### src/rtl/pipeline_stage_regs.sv
// rtl/pipeline_stage_regs.sv - PC, IF/ID and ID/EX pipeline registers with hazard control
//
// Purpose: holds the fetch PC and the two front-end pipeline registers of a
// five-stage RISC-V style core. Each register follows the priority
// reset > flush > stall > load. It also keeps two saturating event counters
// for stalls and flushes.
//
// Ports:
//   clk, reset_n                 clock, synchronous active-low reset
//   StallF, StallD               hold the PC / IF/ID register
//   FlushD, FlushE               bubble the IF/ID / ID/EX register
//   PCSrcE, PCTargetE            redirect the PC to the E-stage target
//   InstrF                       fetched instruction
//   RD1D, RD2D, ImmExtD          decode-stage operands and immediate
//   Rs1D, Rs2D, RdD, CtrlD       decode-stage register indices and control bundle
//   PCF, PCPlus4F                fetch PC and its successor (successor is combinational)
//   InstrD, PCD, PCPlus4D, ValidD                IF/ID contents
//   RD1E, RD2E, ImmExtE, PCE, PCPlus4E,
//   Rs1E, Rs2E, RdE, CtrlE, ValidE               ID/EX contents
//   StallCount, FlushCount       saturating event counters

module pipeline_sat_counter #(
  parameter int W = 16
) (
  input  logic         clk,
  input  logic         reset_n,
  input  logic         inc,
  output logic [W-1:0] count
);

  // Counting stops at all-ones so a long stall never reads back as a small number.
  always_ff @(posedge clk) begin
    if (!reset_n) begin
      count <= '0;
    end else if (inc && (count != {W{1'b1}})) begin
      count <= count + W'(1);
    end
  end

endmodule

module pipeline_stage_regs #(
  parameter logic [31:0] RESET_PC  = 32'h0000_0000,
  parameter logic [31:0] NOP_INSTR = 32'h0000_0013
) (
  input  logic        clk,
  input  logic        reset_n,
  input  logic        StallF,
  input  logic        StallD,
  input  logic        FlushD,
  input  logic        FlushE,
  input  logic        PCSrcE,
  input  logic [31:0] PCTargetE,
  input  logic [31:0] InstrF,
  input  logic [31:0] RD1D,
  input  logic [31:0] RD2D,
  input  logic [31:0] ImmExtD,
  input  logic [4:0]  Rs1D,
  input  logic [4:0]  Rs2D,
  input  logic [4:0]  RdD,
  input  logic [9:0]  CtrlD,
  output logic [31:0] PCF,
  output logic [31:0] PCPlus4F,
  output logic [31:0] InstrD,
  output logic [31:0] PCD,
  output logic [31:0] PCPlus4D,
  output logic        ValidD,
  output logic [31:0] RD1E,
  output logic [31:0] RD2E,
  output logic [31:0] ImmExtE,
  output logic [31:0] PCE,
  output logic [31:0] PCPlus4E,
  output logic [4:0]  Rs1E,
  output logic [4:0]  Rs2E,
  output logic [4:0]  RdE,
  output logic [9:0]  CtrlE,
  output logic        ValidE,
  output logic [15:0] StallCount,
  output logic [15:0] FlushCount
);

  logic [31:0] pc_next;

  // Wraps modulo 2^32 by construction of the 32-bit add.
  assign PCPlus4F = PCF + 32'd4;

  // The redirect is only consulted when the PC is allowed to advance.
  always_comb begin
    pc_next = PCPlus4F;
    if (PCSrcE) begin
      pc_next = PCTargetE;
    end
  end

  always_ff @(posedge clk) begin
    if (!reset_n) begin
      PCF <= RESET_PC;
    end else if (!StallF) begin
      PCF <= pc_next;
    end
  end

  // IF/ID: a flush wins over a simultaneous stall so a squashed instruction
  // cannot linger in decode.
  always_ff @(posedge clk) begin
    if (!reset_n || FlushD) begin
      InstrD   <= NOP_INSTR;
      PCD      <= '0;
      PCPlus4D <= '0;
      ValidD   <= 1'b0;
    end else if (!StallD) begin
      InstrD   <= InstrF;
      PCD      <= PCF;
      PCPlus4D <= PCPlus4F;
      ValidD   <= 1'b1;
    end
  end

  // ID/EX: no stall input. A flush clears the control bundle so the bubble
  // cannot write a register, write memory, branch or jump.
  always_ff @(posedge clk) begin
    if (!reset_n || FlushE) begin
      RD1E     <= '0;
      RD2E     <= '0;
      ImmExtE  <= '0;
      PCE      <= '0;
      PCPlus4E <= '0;
      Rs1E     <= '0;
      Rs2E     <= '0;
      RdE      <= '0;
      CtrlE    <= '0;
      ValidE   <= 1'b0;
    end else begin
      RD1E     <= RD1D;
      RD2E     <= RD2D;
      ImmExtE  <= ImmExtD;
      PCE      <= PCD;
      PCPlus4E <= PCPlus4D;
      Rs1E     <= Rs1D;
      Rs2E     <= Rs2D;
      RdE      <= RdD;
      CtrlE    <= CtrlD;
      ValidE   <= ValidD;
    end
  end

  pipeline_sat_counter #(.W(16)) u_stall_count (
    .clk     (clk),
    .reset_n (reset_n),
    .inc     (StallD),
    .count   (StallCount)
  );

  pipeline_sat_counter #(.W(16)) u_flush_count (
    .clk     (clk),
    .reset_n (reset_n),
    .inc     (FlushD | FlushE),
    .count   (FlushCount)
  );

endmodule
### config.mk
export PLATFORM = sky130hd
export DESIGN_NAME = pipeline_stage_regs
export DESIGN_NICKNAME = d
export VERILOG_FILES = /design/src/rtl/pipeline_stage_regs.sv
export SDC_FILE = /design/constraint.sdc
export NUM_CORES = 1
export LEC_CHECK = 0
export CAP_MARGIN = 20
export CORE_AREA = 2 2 224 226
export CTS_BUF_LIST = sky130_fd_sc_hd__clkbuf_8 sky130_fd_sc_hd__clkbuf_16
export DETAILED_ROUTE_END_ITERATION = 6
export DIE_AREA = 0 0 226 228
export GPL_ROUTABILITY_DRIVEN = 0
export PLACE_DENSITY = 0.61
export SLEW_MARGIN = 15
export SYNTH_ARGS = -nofsm -noshare
export SYNTH_HDL_FRONTEND = slang
export SYNTH_HIERARCHICAL = 1
export SYNTH_SLANG_ARGS = --single-unit
### constraint.sdc
create_clock -name clk -period 3.8 [get_ports clk]
set_clock_uncertainty 0.05 [all_clocks]
set_input_delay 0.76 -clock clk [delete_from_list [all_inputs] [get_ports clk]]
set_output_delay 0.76 -clock clk [all_outputs]
set_load 0.005 [all_outputs]
# == Word level (Yosys, flattened, before mapping) ==
# Cells that the tools add are included.
# word_totals
register_bits,347
# classes
addsub,3
n_eq_ne,2
muxes,1
bitwise_logic,1
reduce_logical,5
# op_table
cell,n
$add A16 B1 Y16 const B,2
$add A32 B3 Y32 const B,1
$mux W32,1
$ne A16 B16 Y1 const B,2
$logic_and A1 B1 Y1,2
$logic_or A1 B1 Y1,2
$logic_not A1 Y1,1
$or A1 B1 Y1,1

# == Longest topological paths before layout ==
# Gate-level depths: netlist of the first run.
# logic_depth
depth_word,2
mapped_depth,7
ltp_nobuf,6

# == Cells and area by module ==
# Netlist of the first run, hierarchy kept.
# by_module_without_submodules
mod,instances,cells_per_inst,area_each_um2
pipeline_stage_regs,1,1025,10602.7
pipeline_sat_counter,2,97,837.1

# == Worst setup path after synthesis of the first run ==
# OpenSTA, ideal clock, no wires.
# synth_path
path_kind,register to output
startpoint,register PCF[2]
endpoint,output PCPlus4F[30]
arrival_time_ps,1786
t_required_ps,2990
setup_slack_ps,1204
path_stages_with_launch,7
cell_sequence,dfxtp_1 > ha_1 > nand3_1 > nor4_4 > nand4_1 > xor2_1 > inv_1
# synth_via
elab_chain_cells,1
# synth_rtl
element,line,text
start: declaration,62,"output logic [31:0] PCF,"
start signal: assignment,99,PCF <= pc_next;
$add A32 B3 Y32,85,assign PCPlus4F = PCF + 32'd4;
end: declaration,63,"output logic [31:0] PCPlus4F,"
# No other way between the ends.

# == Worst setup path after layout of the first run ==
# layout_path
startpoint,register PCF[2]
endpoint,output PCPlus4F[15]
# The elaborated chain is that of the path after synthesis.

==> results of run 1 <==
## final cells by class
| type | instances | area share |
|---|---|---|
| Clock inverter | 22 | 0.00726 |
| Timing Repair Buffer | 602 | 0.296 |
| Antenna cell | 6 | 0.000744 |
| Multi-Input combinational cell | 764 | 0.249 |
| Clock buffer | 51 | 0.0588 |
| Sequential cell | 343 | 0.341 |
| Inverter | 28 | 0.00521 |
| Tap cell | 672 | 0.0417 |
## worst min-delay path, stage by stage, from the launching register on
cell     delay (ns)
dfxtp_1        0.30
inv_1          0.06
nor3_1         0.05
## cells by family after synthesis
logic type | count (synthesis)
compound gates | 154
xor+xnor | 32
fa+ha+maj | 3
buf+inv | 112
flops | 343
mux | 83
simple gates | 492
## flip-flops by register name, summed over array words and instances, names as in the netlist, 10 cells and up
register / flops
PCD: 32
PCPlus4E: 30
PCPlus4D: 30
RD2E: 32
u_stall_count/count: 16
RD1E: 32
u_flush_count/count: 16
PCE: 32
CtrlE: 10
InstrD: 32
ImmExtE: 32
PCF: 32
## layer usage
metal | part of all wire | vias to the layer above | routed length [um] | global-route usage
met4 | 0.023 | 6 | 1100 | 0.0526
met1 | 0.41 | 5087 | 19600 | 0.213
met2 | 0.48 | 411 | 22600 | 0.299
met3 | 0.083 | 75 | 3940 | 0.0614
met5 | 0.00089 | - | 42 | 0
li1 | - | 5249 | - | -
## power by group through the flow
stage / clock, mW / sequential (mW) / combinational (mW)
4_1_cts: 4.00 / 3.78 / 0.848
2_1_floorplan: 0 / 3.85 / 0.263
6_report: 3.88 / 3.78 / 0.835
3_3_place_gp: 0 / 3.86 / 0.837
5_1_grt: 4.14 / 3.80 / 0.899
3_5_place_dp: 0 / 3.86 / 0.840
## placed cells by master (no fill, tap or decap), types with 8 or more instances in the layout
| cell | n |
|---|---|
| a21oi_1 | 54 |
| a22oi_1 | 14 |
| and2_1 | 178 |
| and3_1 | 8 |
| and4_1 | 8 |
| buf_4 | 28 |
| clkbuf_16 | 43 |
| clkbuf_8 | 8 |
| clkdlybuf4s50_1 | 567 |
| dfxtp_1 | 339 |
| inv_1 | 40 |
| mux2i_1 | 83 |
| nand2_1 | 40 |
| nand2b_1 | 10 |
| nand3_1 | 21 |
| nand4_1 | 16 |
| nor2_1 | 124 |
| nor3_1 | 19 |
| o21a_1 | 8 |
| o21ai_0 | 29 |
| o31ai_1 | 10 |
| or3_1 | 10 |
| or4_1 | 10 |
| xnor2_1 | 11 |
| xor2_1 | 15 |
## what timing repair did
item,in CTS,in global routing
resized for setup,7,10
pin swaps,1,2
hold buffers,0,0
setup buffers,3,4
setup endpoints to repair,6,17
## worst min path at each step
stage / start / to / cells past startpoint
finish: PCPlus4D[27] / PCPlus4E[27] / 2
global route: PCPlus4D[13] / PCPlus4E[13] / 2
CTS: PCPlus4D[27] / PCPlus4E[27] / 2
detailed placement: PCPlus4D[27] / PCPlus4E[27] / 2
global placement: PCPlus4D[13] / PCPlus4E[13] / 2
floorplan: PCPlus4D[12] / PCPlus4E[12] / 2
==> flow_results.org, run 1 <==
** Die
- From left edge to right edge, the die measures 226 um.
- The floorplan has 82 rows.
- The initial utilization of the core area, before any placement, comes to 0.249.
- The die covers 51500 sq um.
- Core area :: 49300 sq um
- 571 I/O pins were placed.
- Die Span Y :: 228 um

** Worst setup path
- Worst endpoint data arrival time :: 2.82 ns
- Worst r2r dst :: PCF[24]
- Required time of the critical path :: 2.99 ns
- Worst Setup End Kind :: output port
- Top delay family on crit path :: buffers and inverters
- Maximum fanout count along the critical path :: 11
- Setup Crit Path Kind :: reg -> out
- Setup slack, reg-to-reg :: 1.77 ns
- Startpoint of the most critical setup path :: PCF[2]
- In this run the worst setup path terminates at PCPlus4F[15].
- Traced cell by cell, the critical path runs through buf_4 > nand4_4 > nor4_4 > buf_6 > xor2_1 > clkdlybuf4s50_1.
- The worst setup path is launched from a flop.
- In this run the critical register-to-register path is launched from PCF[3].
- For this design, the slowest cell found on the critical path is clkdlybuf4s50_1.
- Register-to-Register Path Depth :: 6
- Logic depth of the worst setup path including buffers :: 6
- In this design, the stage delay of the slowest critical-path cell is 0.61 ns.
- Worst path bufs/invs :: 3

** Timing
- For the pin with the worst max-slew slack, the measured transition is 0.785 ns.
- Final cycle utilization of the critical path :: 0.954
- Setup violations remaining at the end of the flow were counted as 0.
- Setup WS post-layout :: 0.173 ns
- Final total negative setup slack :: 0 ns
- Highest clock frequency the design can meet :: 0.276 GHz
- Worst hold margin :: 0.408 ns
- Final Hold Vio Count :: 0
- The worst path needs 3.63 ns of the cycle, external delays included.
- The final-report max-slew violation count was 0.
- Setup repair after global routing left no endpoint under its margin.
- Slew HR :: 0.477

** Global routing
- The first global-routing pass estimated 69000 um of wire.
- The via count of the first global-routing pass came to 10618.
- Entering global routing, the biggest net connects 148 pins.
- Overall track demand over capacity in global routing :: 0.178
- Initial antenna violation count :: 11
- Global routing finished with a remaining overflow of 0.

** Yosys
- Counting every net in the synthesized netlist gives 1414.
- After synthesis the netlist holds a flip-flop and latch count of 343.
- Dividing the synthesized area by the synthesized cell count gives 10.1 sq um.
- Simple logic cell fraction of the synthesized area :: 0.229
- The largest total area in the synthesized netlist belongs to dfxtp_1.
- Sequential element share of the synthesized area :: 0.559
- Leading register cell type out of synthesis :: dfxtp_1
- Synth cell count leaders :: dfxtp_1 (343), and2_1 (178), nor2_1 (125)
- The synthesized design contains 0 enable-type register cells.
- In the synthesized netlist, the number of instances is 1219.
- Area share of the largest cell type after synthesis :: 0.559
- The fraction of the mapped netlist area in compound gates is 0.0798.
- Adder and majority gate portion of the synthesized area :: 0.00306
- Fraction of registers with async set or reset after synthesis :: 0
- Multiplexer fraction of the synthesized cell area :: 0.0677
- Count of yosys warnings during synthesis :: 6
- The mapped netlist covers 12300 sq um.
- By area, the combinational part of the netlist is dominated by simple AND/OR/NAND/NOR gates.
- Yosys instantiated no cell more often than dfxtp_1.
- Xor and xnor fraction of the mapped netlist area :: 0.0228
- Number of unique standard cell types used by synthesis :: 52
- Ranked by total cell area, the synthesized netlist is headed by dfxtp_1 (56%), and2_1 (9.1%), mux2i_1 (6.8%).

** Finish
- Once layout is complete, the utilization of the core stands at 0.409.
- Summing all flip-flop and latch instances after layout gives 6870 sq um.
- Non-filler cells, final :: 2488
- In the final design database the tool counted 1975 nets.
- Summing all non-filler instances in the final layout gives an area of 20200 sq um.
- Fill cells in the final layout number 4769.
- Area used by multi-input combinational logic :: 5030 sq um
- Area Overhead vs Synth :: 64.3%
- Share of layout cells above drive strength 1 :: 0.0718

** Power and ir drop
- In this run the power density over the cells is 421 nW/um^2.
- Clock network power share :: 0.456
- The share of total power dissipated in combinational logic is 0.098.
- Total Power Consumption :: 8.50 mW
- Share of power burned in registers :: 0.445
- For this design the total switching power over the nets is 1.96 mW.
- The internal portion of the total power is 6.53 mW.
- Across the VDD grid, the largest voltage drop is 0.291 mV.
- Of the total power, the share spent switching nets is 0.231.
- In this run the static leakage power is 7.83 nW.

** Place
- Post-Place Cell Area :: 18700 sq um
- Cell count after placement :: 2402
- The wire-length estimate of the detail-placed layout is 35200 um.
- Number of buffers inserted by port buffering :: 570
- Prior to clock tree synthesis, the placed netlist has a worst setup slack of 0.260 ns.

** Detailed routing
- Vias post-DR :: 10828
- The detailed router finished its first iteration with 598 violations.
- Number of remaining DRC errors :: 0
- Routed wire length :: 47300 um
- DRT Pass-1 Iters :: 5
- Wire per inst :: 19.0 um
- DR vias/cell :: 4.35
- DRT antenna net count :: 0

** Clock tree
- Number of H-tree levels :: 2
- The later pin in the worst-skew pair is clocked with a latency of 0.56 ns.
- TritonCTS clock tree :: yes
- Clock-pin slew was measured on the worst setup and hold paths at 0.06 ns.
- Counting the buffers created by CTS gives 41.
- The clock passes through at most 3 buffers.
- The clock drives 343 sinks.
- The cell sitting at the root of the clock tree is a clkbuf_16.

** Outcome
- The run finished with clean final reports.

** Job
- Max-cap violations in this run came to 0.

** Hold path
- The path class of the tightest hold or removal check is reg -> reg.
Power figures use the tool's default switching activity.
==> run 2: changes to the inputs <==
--- a/config.mk
+++ b/config.mk
@@ -11,6 +11,7 @@
 export DETAILED_ROUTE_END_ITERATION = 6
 export DIE_AREA = 0 0 226 228
 export GPL_ROUTABILITY_DRIVEN = 0
+export MAX_ROUTING_LAYER = met4
 export PLACE_DENSITY = 0.61
 export SLEW_MARGIN = 15
 export SYNTH_ARGS = -nofsm -noshare
==> flow_results.org, run 2 (same netlist as run 1, synthesis figures left out) <==
** Outcome
- The run finished with clean final reports.

** Global routing
- Entering global routing, the biggest net connects 148 pins.
- Vias in the first global route :: 10672
- Across every metal layer, demand over resource in global routing totals 0.183.
- Initial antenna violation count :: 10
- The first global-routing pass estimated 68800 um of wire.
- Global routing finished with a remaining overflow of 0.

** Die
- Measured along the x axis, the die boundary spans 226 um.
- Initial core utilization :: 0.249
- Number of rows created at floorplan :: 82
- Die area :: 51500 sq um
- Io pins :: 571
- The floorplan step set the die height to 228 um.
- After floorplanning, the core was sized to cover 49300 sq um.

** Detailed routing
- Routed wire length :: 47200 um
- DR vias/cell :: 4.35
- DRT antenna net count :: 0
- Number of remaining DRC errors :: 0
- Violation count after the first detailed-routing iteration :: 622
- The first detailed-routing pass ran for 4 iterations.
- Vias post-DR :: 10827
- Wire per inst :: 19.0 um

** Clock tree
- Max Buffers Root-to-Sink :: 3
- Number of H-tree levels :: 2
- TritonCTS Buffers :: 41
- Total number of clock tree sinks :: 343
- Clk Tree Root Cell :: clkbuf_16
- At the later pin of the worst-skew pair, clock insertion delay measures 0.56 ns.
- TritonCTS clock tree :: yes
- After clock tree synthesis, the flow added hold-fix buffers numbering 0.
- After clock tree synthesis, the clock-pin slew on the worst setup and hold paths is 0.06 ns.

** Job
- Max-cap violations in this run came to 0.

** Power and ir drop
- For this design the ratio of total power to cell area is 421 nW/um^2.
- Summed over all cells, the static leakage comes to 7.82 nW.
- Maximum vdd ir drop :: 0.289 mV
- Overall power consumption after layout is estimated at 8.50 mW.

** Timing
- Derived from the worst setup path, the maximum achievable clock frequency is 0.275 GHz.
- Slew HR :: 0.470
- Counting I/O delays and the setup requirement, the final critical path takes 3.64 ns.
- The number of failing hold endpoints at the final stage came to 0.
- Setup WS post-layout :: 0.160 ns
- Setup violations, final :: 0
- Worst-margin pin slew :: 0.795 ns
- Dividing the final minimum period by the clock period gives 0.958.
- The final-report max-slew violation count was 0.
- Final total negative setup slack :: 0 ns

** Finish
- Final core area utilization :: 0.408
- Once layout is done, the placed cells without fillers occupy 20200 sq um.
- Leading cell types in the layout, fill and taps excluded :: clkdlybuf4s50_1 (567), dfxtp_1 (339), and2_1 (178)
- Most frequent standard cell in the layout excluding fill and tap cells :: clkdlybuf4s50_1
- In the final design database the tool counted 1972 nets.
- In the final layout, the share of cells above drive strength 1 is 0.0703.
- Area Overhead vs Synth :: 64.2%

** Place
- During placement, the flow inserted port buffers numbering 570.
- Minimum setup slack after placement :: 0.260 ns
- Post-Place Cell Area :: 18700 sq um
- Half-perimeter wire length after placement :: 35200 um

** Worst setup path
- Worst setup SP type :: flop
- Reg2Reg Launch Point :: PCF[16]
- The setup path with the least slack is of type reg -> out.
- In this run the worst path has a maximum fanout of 12.
- At the worst endpoint, the arrival time is 2.83 ns.
- Required time of the critical path :: 2.99 ns
- STA classifies the critical path endpoint as an output port.
- Startpoint of the most critical setup path :: PCF[2]

** Hold path
- The worst hold path begins at PCPlus4D[27].
- Tightest Hold Check Type :: reg -> reg
[run 2: per-layer routing]
metal,up-vias,GRT usage,part of all wire
met3,70,0.0555,0.078
met5,-,-,0
met2,426,0.299,0.48
met4,0,0.0526,0.023
met1,5081,0.216,0.42
li1,5250,-,-
[run 2: area by class of cell]
class / instances / area, sq um
tap: 672 / 841
multi-input combinational: 764 / 5030
fill: 4770 / 29200
inverter: 28 / 105
antenna: 8 / 20.0
clock inverter: 22 / 146
sequential: 343 / 6870
clock buffer: 51 / 1190
timing repair buffer: 599 / 5960
[run 2: critical path: stages (launching register included)]
cell and delay [ns]:
dfxtp_1 0.34, buf_4 0.19, nand4_4 0.14, nor4_4 0.32, buf_6 0.20, xor2_1 0.46, clkdlybuf4s50_1 0.61
[run 2: through the flow]
step                      cells  hold WS (ns)
after floorplan            1219         0.405
after CTS                  2478         0.410
final                      2487         0.409
after global routing       2487         0.430
after global placement     2401         0.401
after detailed placement   2402         0.400
[run 2: repair_timing]
item                                    in CTS  in global routing
endpoints found under the setup margin       6                 17
gates resized for setup                      7                 10
endpoints found under the hold margin        0                  0
buffers inserted                             3                  1
pin swaps                                    1                  2
[run 2: report_power, final]
part           total (mW)  leakage (nW)  switching (mW)  internal (mW)
sequential           3.78          2.80          0.0793           3.70
clock                3.88         0.714            1.55           2.33
combinational       0.833          4.31           0.332          0.502
[run 2: path summary, 6_finish.rpt]
check	end	slack, ns	cells after the start
worst max-delay path	PCPlus4F[15]	0.16	6
worst min-delay path	PCPlus4E[27]	0.41	2
worst max register to register	PCF[19]	1.76	5
worst min register to register	PCPlus4E[27]	0.41	2
==> run 3: changes to the inputs <==
==> constraint.sdc (replaced) <==
create_clock -name clk -period 3.8 [get_ports clk]
set_clock_uncertainty 0.05 [all_clocks]
set_input_delay 0.57 -clock clk [delete_from_list [all_inputs] [get_ports clk]]
set_output_delay 0.57 -clock clk [all_outputs]
set_load 0.005 [all_outputs]
==> flow_results.org, run 3 (same netlist as run 1, synthesis figures left out) <==
** Clock tree
- TritonCTS built the clock tree.
- TritonCTS Buffers :: 39
- After clock tree synthesis, the flow added hold-fix buffers numbering 0.
- Skew-Pair Late Insertion Delay :: 0.56 ns
- The clock passes through at most 3 buffers.
- Number of H-tree levels :: 2
- Clock-pin slew was measured on the worst setup and hold paths at 0.05 ns.
- Clk Tree Root Cell :: clkbuf_16
- Total number of clock tree sinks :: 343

** Timing
- Fin crit period :: 3.60 ns
- Highest clock frequency the design can meet :: 0.277 GHz
- Setup WS post-layout :: 0.195 ns
- The number of failing hold endpoints at the final stage came to 0.
- Worst-margin pin slew :: 0.983 ns
- Final total negative setup slack :: 0 ns
- Final number of max-transition violations :: 0
- Of the available clock period, the critical path in the final layout requires 0.949.
- Headroom to the max-slew limit came out at 0.345.
- Setup violations remaining at the end of the flow were counted as 0.
- Unrepaired setup endpoints after global routing :: no

** Finish
- Area used by multi-input combinational logic :: 4980 sq um
- The top cell types in the final layout, fill and taps aside, are clkdlybuf4s50_1 (567), dfxtp_1 (343), and2_1 (178).
- Compared with the post-synthesis result, the final layout area differs by 63.6%.
- The finished cells cover 20100 sq um.
- Fill cell count :: 4775
- Share of layout cells above drive strength 1 :: 0.0676
- Registers take 6870 sq um.
- Post-layout nets :: 1972
- The library cell used most frequently in the layout, excluding fill and tap cells, is clkdlybuf4s50_1.

** Worst setup path
- Worst r2r dst :: PCPlus4D[16]
- Critical-path cell with the highest stage delay :: clkdlybuf4s50_1
- Max stage delay on crit path :: 0.59 ns
- At the worst endpoint, the arrival time is 2.98 ns.
- In this run the worst path has a maximum fanout of 6.
- Walking the worst path, the cells encountered are ha_2 > nand3_2 > nor4_2 > xor2_1 > clkdlybuf4s50_1.
- Worst Setup End Kind :: output port
- Counting cells, the worst reg-to-reg path comes to 6.
- For the worst setup path, the data required time is 3.18 ns.
- Setup Crit Path Kind :: reg -> out
- Top delay family on crit path :: simple AND/OR/NAND/NOR gates
- The worst register-to-register path begins at PCF[3].
- The worst setup path is launched from a flop.
- The worst register-to-register path has a setup slack of 1.56 ns.
- Worst path bufs/invs :: 1

** Place
- Minimum setup slack after placement :: 0.408 ns
- In this run the cell area measured after placement is 18700 sq um.
- Detailed placement finished with a half-perimeter wire length of 36200 um.
- The count of buffers added on input and output ports is 570.

** Detailed routing
- Before antenna repair, the detailed router went through 5 iterations.
- In the routed design, unresolved DRC markers number 0.
- The final layout contains routed wiring with a total length of 48500 um.
- After detailed routing, the average wire length per cell comes to 19.5 um.
- In the routed layout, each cell is associated on average with a via count of 4.39.
- Vias post-DR :: 10911
- The detail route stage leaves a number of antenna-violating nets equal to 0.
- For this block, the initial DRC count from the detailed router was 655.

** Hold path
- Cells on Worst Hold Path :: 2
- The worst hold path terminates at PCF[2].
- In this run the worst hold path is classified as in -> reg.
- Launch instance of the worst min-delay path :: StallF

** Power and ir drop
- After layout, the design draws a total of 8.48 mW.
- PD cells :: 422 nW/um^2
- Maximum vdd ir drop :: 0.287 mV
- For this design the static power due to leakage is 7.74 nW.

** Global routing
- In this run the most used layer during global routing was met2.
- Global-route wire length before repair :: 71200 um
- Across every metal layer, demand over resource in global routing totals 0.190.
- For this run, global-route usage on met1 was measured as 0.224.
- Summed over all layers, the global routing overflow is 0.
- For met2 alone, demand over resource in global routing was 0.307.
- The via count of the first global-routing pass is 10944.
- Pin count of the biggest net entering global routing :: 67
- Initial antenna violation count :: 5
- Met3 GRT Util :: 0.0599

** Die
- Number of rows created at floorplan :: 82
- Die area :: 51500 sq um
- Io pins :: 571
- In this run the vertical extent of the chip is 228 um.
- Core area :: 49300 sq um
- DIE WIDTH :: 226 um
- Initial core utilization :: 0.249

** Job
- The tool flagged a number of max-cap violations equal to 0.

** Outcome
- The run finished with clean final reports.
run 3: cell types whose count changed in the layout (fill, tap and decap cells not counted), moves of 2 or more:
cell	before	now
xnor2_2	4	1
clkinv_2	5	7
xnor2_1	11	14
diode_2	8	5
clkbuf_16	43	40
inv_1	40	34
dfxtp_1	339	343
dfxtp_2	4	0
buf_4	25	28
run 3: layout make-up:
type | count | share of cell area
Sequential cell | 343 | 0.342
Clock buffer | 49 | 0.0560
Multi-Input combinational cell | 764 | 0.248
Timing Repair Buffer | 601 | 0.297
Antenna cell | 5 | 0.000623
Tap cell | 672 | 0.0419
Inverter | 28 | 0.00523
Clock inverter | 21 | 0.00940
run 3: timing repair:
| item | CTS | global route |
|---|---|---|
| endpoints found under the setup margin | 9 | 2 |
| pin swaps | 2 | 1 |
| resized for setup | 2 | 2 |
| buffers inserted | 2 | 1 |
run 3: worst max-delay path by stage:
stage                       from      endpoint  slack (ns)  cells past startpoint
after global routing      PCF[3]  PCPlus4F[24]        0.02                      7
after global placement    PCF[3]  PCPlus4F[24]        0.48                      6
final                     PCF[3]  PCPlus4F[16]        0.20                      5
after floorplan           PCF[2]  PCPlus4F[30]        1.39                      6
after CTS                 PCF[3]  PCPlus4F[24]        0.09                      6
after detailed placement  PCF[3]  PCPlus4F[24]        0.41                      6
run 3: power by group:
part | switching (mW) | leakage, nW | internal [mW] | total [mW]
registers | 0.0838 | 2.79 | 3.70 | 3.79
logic | 0.334 | 4.26 | 0.501 | 0.835
clock network | 1.56 | 0.686 | 2.30 | 3.86
total | 1.98 | 7.74 | 6.50 | 8.48
run 3: stage by stage:
| step | hold slack (ns) | std cells | utilization |
|---|---|---|---|
| after floorplan | 0.405 | 1219 | - |
| after global placement | 0.399 | 2404 | 0.379 |
| after global routing | 0.289 | 2482 | 0.407 |
| after CTS | 0.244 | 2477 | 0.406 |
| final | 0.283 | 2483 | 0.407 |
| after detailed placement | 0.405 | 2405 | 0.379 |
run 3: per-layer routing:
layer,share of wire,vias to the layer above
li1,-,5237
met2,0.48,443
met4,0.024,0
met3,0.083,70
met5,0,-
met1,0.42,5161
